**config.mk**
```make
export PLATFORM = sky130hd
export DESIGN_NAME = inst_decode_block
export DESIGN_NICKNAME = d
export VERILOG_FILES = /design/src/rtl/inst_decode_block.sv
export SDC_FILE = /design/constraint.sdc
export NUM_CORES = 2
export LEC_CHECK = 0
export CAP_MARGIN = 20
export CORE_UTILIZATION = 56
export CTS_CLUSTER_DIAMETER = 60
export DETAILED_ROUTE_END_ITERATION = 10
export HOLD_SLACK_MARGIN = 0.03
export PLACE_DENSITY = 0.77
export SKIP_LAST_GASP = 1
export SLEW_MARGIN = 20
export SYNTH_ARGS = -nofsm -noshare
export SYNTH_HDL_FRONTEND = slang
export SYNTH_SLANG_ARGS = --single-unit
```
**constraint.sdc**
```tcl
create_clock -name CLK -period 2.4 [get_ports CLK]
set_input_delay 0.36 -clock CLK [delete_from_list [all_inputs] [get_ports CLK]]
set_output_delay 0.36 -clock CLK [all_outputs]
set_load 0.1 [all_outputs]
```
**src/rtl/inst_decode_block.sv**
```systemverilog
// Instruction decode stage: 32 x 32-bit register file, field split,
// immediate sign extension, destination selection, and the decode latch
// that presents operands to execute one cycle after the ID phase.
module inst_decode_block (
  input  logic        CLK,
  input  logic        RST,
  input  logic [2:0]  ESTADO,
  input  logic [31:0] IR,
  input  logic [15:0] NPC,
  input  logic        WB_EN,
  input  logic [4:0]  WB_ADDR,
  input  logic [31:0] WB_DATA,
  output logic [31:0] A,
  output logic [31:0] B,
  output logic [31:0] IMM,
  output logic [15:0] NPC_ID,
  output logic [31:0] IR_ID,
  output logic [4:0]  RD,
  output logic        VALID
);

  localparam logic [2:0] PHASE_ID = 3'd1;
  localparam logic [5:0] OP_RTYPE = 6'h00;
  localparam logic [5:0] OP_J     = 6'h02;
  localparam logic [5:0] OP_JAL   = 6'h03;

  logic [31:0] regs_q [32];
  logic [31:0] regs_d [32];
  logic [31:0] a_q, a_d;
  logic [31:0] b_q, b_d;
  logic [31:0] imm_q, imm_d;
  logic [15:0] npc_q, npc_d;
  logic [31:0] ir_q, ir_d;
  logic [4:0]  rd_q, rd_d;
  logic        valid_q, valid_d;

  logic [5:0]  opcode;
  logic [4:0]  rs1;
  logic [4:0]  rs2;
  logic [31:0] imm_dec;
  logic [4:0]  rd_dec;
  logic        wr_en;
  logic [31:0] rs1_val;
  logic [31:0] rs2_val;

  // Split the instruction, build the immediate/destination, and read both
  // operands with same-edge writeback forwarded (R0 is never forwarded).
  always_comb begin
    opcode  = IR[31:26];
    rs1     = IR[25:21];
    rs2     = IR[20:16];
    imm_dec = {{16{IR[15]}}, IR[15:0]};
    rd_dec  = IR[20:16];
    case (opcode)
      OP_RTYPE: rd_dec = IR[15:11];
      OP_J: begin
        imm_dec = {{6{IR[25]}}, IR[25:0]};
        rd_dec  = 5'd0;
      end
      OP_JAL: begin
        imm_dec = {{6{IR[25]}}, IR[25:0]};
        rd_dec  = 5'd31;
      end
      default: ;
    endcase

    wr_en = WB_EN && (WB_ADDR != 5'd0);

    rs1_val = regs_q[rs1];
    if (rs1 == 5'd0)
      rs1_val = '0;
    else if (wr_en && (WB_ADDR == rs1))
      rs1_val = WB_DATA;

    rs2_val = regs_q[rs2];
    if (rs2 == 5'd0)
      rs2_val = '0;
    else if (wr_en && (WB_ADDR == rs2))
      rs2_val = WB_DATA;
  end

  // Next-state: register-file write in any phase, decode latch only in ID.
  always_comb begin
    regs_d = regs_q;
    if (wr_en)
      regs_d[WB_ADDR] = WB_DATA;

    a_d     = a_q;
    b_d     = b_q;
    imm_d   = imm_q;
    npc_d   = npc_q;
    ir_d    = ir_q;
    rd_d    = rd_q;
    valid_d = 1'b0;
    if (ESTADO == PHASE_ID) begin
      a_d     = rs1_val;
      b_d     = rs2_val;
      imm_d   = imm_dec;
      npc_d   = NPC;
      ir_d    = IR;
      rd_d    = rd_dec;
      valid_d = 1'b1;
    end
  end

  // State registers; reset wins over any same-edge write or latch.
  always_ff @(posedge CLK) begin
    if (!RST) begin
      for (int i = 0; i < 32; i++)
        regs_q[i] <= '0;
      a_q     <= '0;
      b_q     <= '0;
      imm_q   <= '0;
      npc_q   <= '0;
      ir_q    <= '0;
      rd_q    <= '0;
      valid_q <= 1'b0;
    end else begin
      regs_q  <= regs_d;
      a_q     <= a_d;
      b_q     <= b_d;
      imm_q   <= imm_d;
      npc_q   <= npc_d;
      ir_q    <= ir_d;
      rd_q    <= rd_d;
      valid_q <= valid_d;
    end
  end

  assign A      = a_q;
  assign B      = b_q;
  assign IMM    = imm_q;
  assign NPC_ID = npc_q;
  assign IR_ID  = ir_q;
  assign RD     = rd_q;
  assign VALID  = valid_q;

endmodule

```
==> metrics.md <==
| Metric | Value |
|---|---|
| Status | `finished clean` |
| CTS tree | `built` |
| Post-Syn Area | `approximately 59,000 um^2` |
| Clock Pin Slew Worst Setup and Hold Paths | `0.06 ns` |
| GRT Total Usage | `42.9%` |
| Final ANT Viol Nets | `0` |
| LEAKAGE | `24.3 nW` |
| Post-synthesis sequential area ratio | `39.4%` |
| Final hold viol count | `0` |
| Hold Slack | `0.161 ns` |
| Crit path buf inv count | `3` |
| First-pass iteration count of the detailed router | `9` |
| Post-route design area | `70,200 um^2` |
| Slowest CP cell | `a221oi_1` |
| Largest net degree at the start of global routing | `about 260` |
| Worst skew pair latency | `0.74 ns` |
| Peak VDD IR | `665 uV` |
| DRT iter0 DRCs | `9,089` |
| DR WL/cell | `29.0 um` |
| Hold path endpoint | `IR_ID[21]` |
| Slew margin rel. | `20.5%` |
| Register area | `23,100 um^2` |
| Final #Nets | `6,629` |
| DP Wirelength | `149,000 um` |
| FF-to-FF path depth | `5` |
| DRT Wirelength | `between 200,000 and 250,000 um` |
| DRC | `0` |
| Syn avg cell area | `9.22 um^2` |
| Worst reg-to-reg setup slack | `0.15 ns` |
| Maximum fanout along the worst path | `17` |
| Post-synth EDFFs | `0` |
| Num rows | `118` |
| H-tree Lvls | `3` |
| Clk root buf | `clkbuf_16` |
| Register bit total from synthesis | `1,152` |
| Multi-input gate area | `32,800 um^2` |
| DR vias/cell | `between 6 and 7` |
| HP Class | `input port to register` |
| Max Fclk | `439 MHz` |
| Slew @ Worst Pin | `1.19 ns` |
| Reg power frac | `about 44%` |
| Crit path capture type | `register` |
| Die height | `325 um` |
| Die Area | `around 110,000 um^2` |
| Library cells used by synthesis | `55` |
| Syn Nets | `6,439` |
| Post-Syn Instances | `6,348` |
| WP data required | `3.01 ns` |
| Layout area overhead | `19.9%` |
| Critical path's top delay family | `compound AO/OA/AOI/OAI gates` |
| Net Sw Frac | `between 20% and 30%` |
| HP Start | `IR[21]` |
| RSZ-0062 raised after global routing | `no` |
| First-pass GRT wire length | `approximately 340,000 um` |
| Die X | `325 um` |
| Layout cells sized above 1 | `21.6%` |
| Worst setup SP type | `input port` |
| Filler Cells Inserted | `7,707` |
| TritonCTS Buffers | `120` |
| Yosys warnings | `0` |
| Fin crit share | `95.0%` |
| # clock sinks | `1,152` |
| Ports | `241` |
| Gp weighted congestion | `0.984` |
| DP Area | `66,000 um^2` |
| Crit Reg-Reg Startpoint | `regs_q[20]` |
| Worst Skew | `roughly 0.026 ns` |
| WHS Path Cells | `4` |
| Vias post-DR | `55.2k` |
| Clock share of power | `between 40% and 50%` |
| Clock Path Buffers | `3` |
| Int Pwr | `roughly 0.033 W` |
| IO Port Bufs | `between 200 and 250` |
| R2r endpoint | `B[20]` |
| Core Region | `103,000 um^2` |
| Initial antenna violation count | `5` |
| Grt total ovfl | `0` |
| Worst path arrival time | `approximately 2.9 ns` |
| Comb pwr share | `10.8%` |
| Pwr per Cell Area | `626 nW/um^2` |
| Setup TNS | `0 ns` |
| Critical path cell sequence | `buf_8, buf_4, buf_12, mux4_2, mux2_2, a221oi_1, nor4_1, a221o_1` |
| Fin. max-slew vios | `0` |
| Vias in the first global route | `53.4k` |
| Max Cap Violations | `0` |
| Post-synth top flop | `dfxtp_1` |
| Crit Path Class | `input port to register` |
| CP peak stage delay | `0.65 ns` |
| Net load switching power | `0.0114 W` |
| Count of final setup violators | `0` |
| Min Tclk post-route | `2.28 ns` |
| Initial Util | `56.5%` |
| Ys async rst share | `0%` |
## power groups by stage
stage	clock network (W)	logic, W	registers, W
detailed placement	0	0.00454	0.0199
finish	0.0197	0.00473	0.0195
CTS	0.0197	0.00456	0.0194
floorplan	0	0.00227	0.0202
global route	0.0205	0.00478	0.0195
global placement	0	0.00449	0.0199
## metrics by stage
stage	total power (W)	util, %	setup slack (ns)	cells
2_1_floorplan	0.0225	-	0.0144	6348
3_3_place_gp	0.0244	63.8	-0.404	7795
3_5_place_dp	0.0244	63.8	-0.434	7795
4_1_cts	0.0437	67.8	0.191	8015
5_1_grt	0.0448	67.8	0.0470	8016
6_report	0.0439	67.8	0.121	8022
## worst reg2reg max path, cell delays in order, from the launching register on
cell and delay, ns:
dfxtp_1 0.33, mux4_2 0.47, mux2_2 0.28, a221oi_1 0.65
nor4_1 0.12, a221o_1 0.28
## cells by family (layout without fill, tap and decap cells)
logic type	count (synthesis)	in the layout	synth area share (%)
xor gates and xnor gates	10	10	0.150
DFF	1152	1152	39.4
muxes	705	705	20.4
and+or+nand+nor	2282	2282	15.2
other	0	7	0
AOI/OAI and AO/OA	1483	1483	19.7
buffers and inverters	716	1003	5.15
## layout make-up
class / count / area share, %
repair buffers: 779 / 11.9
clock inverters: 41 / 0.822
inverters: 5 / 0.0267
diodes: 7 / 0.0250
flip-flops and latches: 1152 / 32.9
well taps: 1380 / 2.46
multi-input cells: 4480 / 46.8
clock buffers: 178 / 5.08
## layout by cell type, fill, tap and decap left out, types with 31 or more instances in the layout
| cell | Yosys | layout |
|---|---|---|
| a21oi_1 | 37 | 37 |
| mux2i_1 | 259 | 259 |
| clkdlybuf4s50_1 | 0 | 79 |
| o22ai_1 | 32 | 32 |
| clkbuf_16 | 0 | 122 |
| a221o_1 | 73 | 73 |
| dfxtp_1 | 1152 | 1152 |
| nor2_4 | 0 | 33 |
| nor4_1 | 33 | 33 |
| mux4_2 | 383 | 383 |
| a22o_1 | 33 | 33 |
| nand2_2 | 0 | 32 |
| a21boi_0 | 836 | 836 |
| and2_1 | 35 | 33 |
| mux2_2 | 63 | 63 |
| nand2_1 | 2123 | 2091 |
| a21boi_1 | 210 | 210 |
| a22oi_1 | 31 | 31 |
| a221oi_1 | 63 | 63 |
| buf_4 | 29 | 505 |
| o221ai_1 | 95 | 95 |
| buf_12 | 0 | 183 |
## worst max path at each step
stage	start	endpoint	cells after the start
2_1_floorplan	IR[17]	B[8]	8
3_3_place_gp	IR[16]	B[20]	8
3_5_place_dp	IR[16]	B[20]	8
4_1_cts	regs_q[523]	B[11]	6
5_1_grt	regs_q[683]	B[11]	6
6_report	IR[16]	B[20]	8
## synth_stat cells, drive strengths merged (2+ instances only)
| cell | instances | area share, % |
|---|---|---|
| a221oi | 63 | 0.94 |
| a22o | 33 | 0.49 |
| inv | 4 | 0.026 |
| nor2 | 43 | 0.28 |
| a2111oi | 32 | 0.56 |
| nand2 | 2123 | 14 |
| a221o | 73 | 1.2 |
| a21boi | 1046 | 13 |
| xnor2 | 8 | 0.12 |
| or2 | 2 | 0.021 |
| a21oi | 37 | 0.32 |
| dfxtp | 1152 | 39 |
| a31oi | 4 | 0.043 |
| mux2i | 259 | 4.4 |
| and3 | 4 | 0.043 |
| and2 | 36 | 0.38 |
| mux2 | 63 | 1.2 |
| a22oi | 31 | 0.40 |
| o221ai | 95 | 1.4 |
| nor3 | 2 | 0.017 |
| mux4 | 383 | 15 |
| clkbuf | 576 | 3.8 |
| or3b | 7 | 0.10 |
| a211oi | 31 | 0.40 |
| or3 | 7 | 0.075 |
| o22ai | 32 | 0.34 |
| and3b | 3 | 0.045 |
| nor3b | 4 | 0.051 |
| buf | 135 | 1.4 |
| nor4 | 34 | 0.37 |
| xor2 | 2 | 0.030 |
| nand3 | 5 | 0.043 |
| nand3b | 6 | 0.077 |
| nor2b | 3 | 0.032 |
| o31ai | 2 | 0.058 |
## timing repair
item,4_1_cts,5_1_grt
hold buffers,1,0
setup buffers,0,0
setup endpoints to repair,0,1
gates resized for setup,0,1
endpoints found under the hold margin,27,0
## per-layer routing
metal	track usage, %	up-vias	routed length (um)
li1	-	22700	-
met2	61.8	4690	98000
met3	14.3	1299	35400
met1	53.6	26500	80600
met5	0	-	59
met4	31.0	10	18900
## flip-flops by register name (all words and copies together) (netlist names)
| signal | count |
|---|---|
| A | 32 |
| B | 32 |
| IMM | 26 |
| IR_ID | 16 |
| NPC_ID | 16 |
| RD | 5 |
| VALID | 1 |
| regs_q | 1024 |
Power figures use the tool's default switching activity.
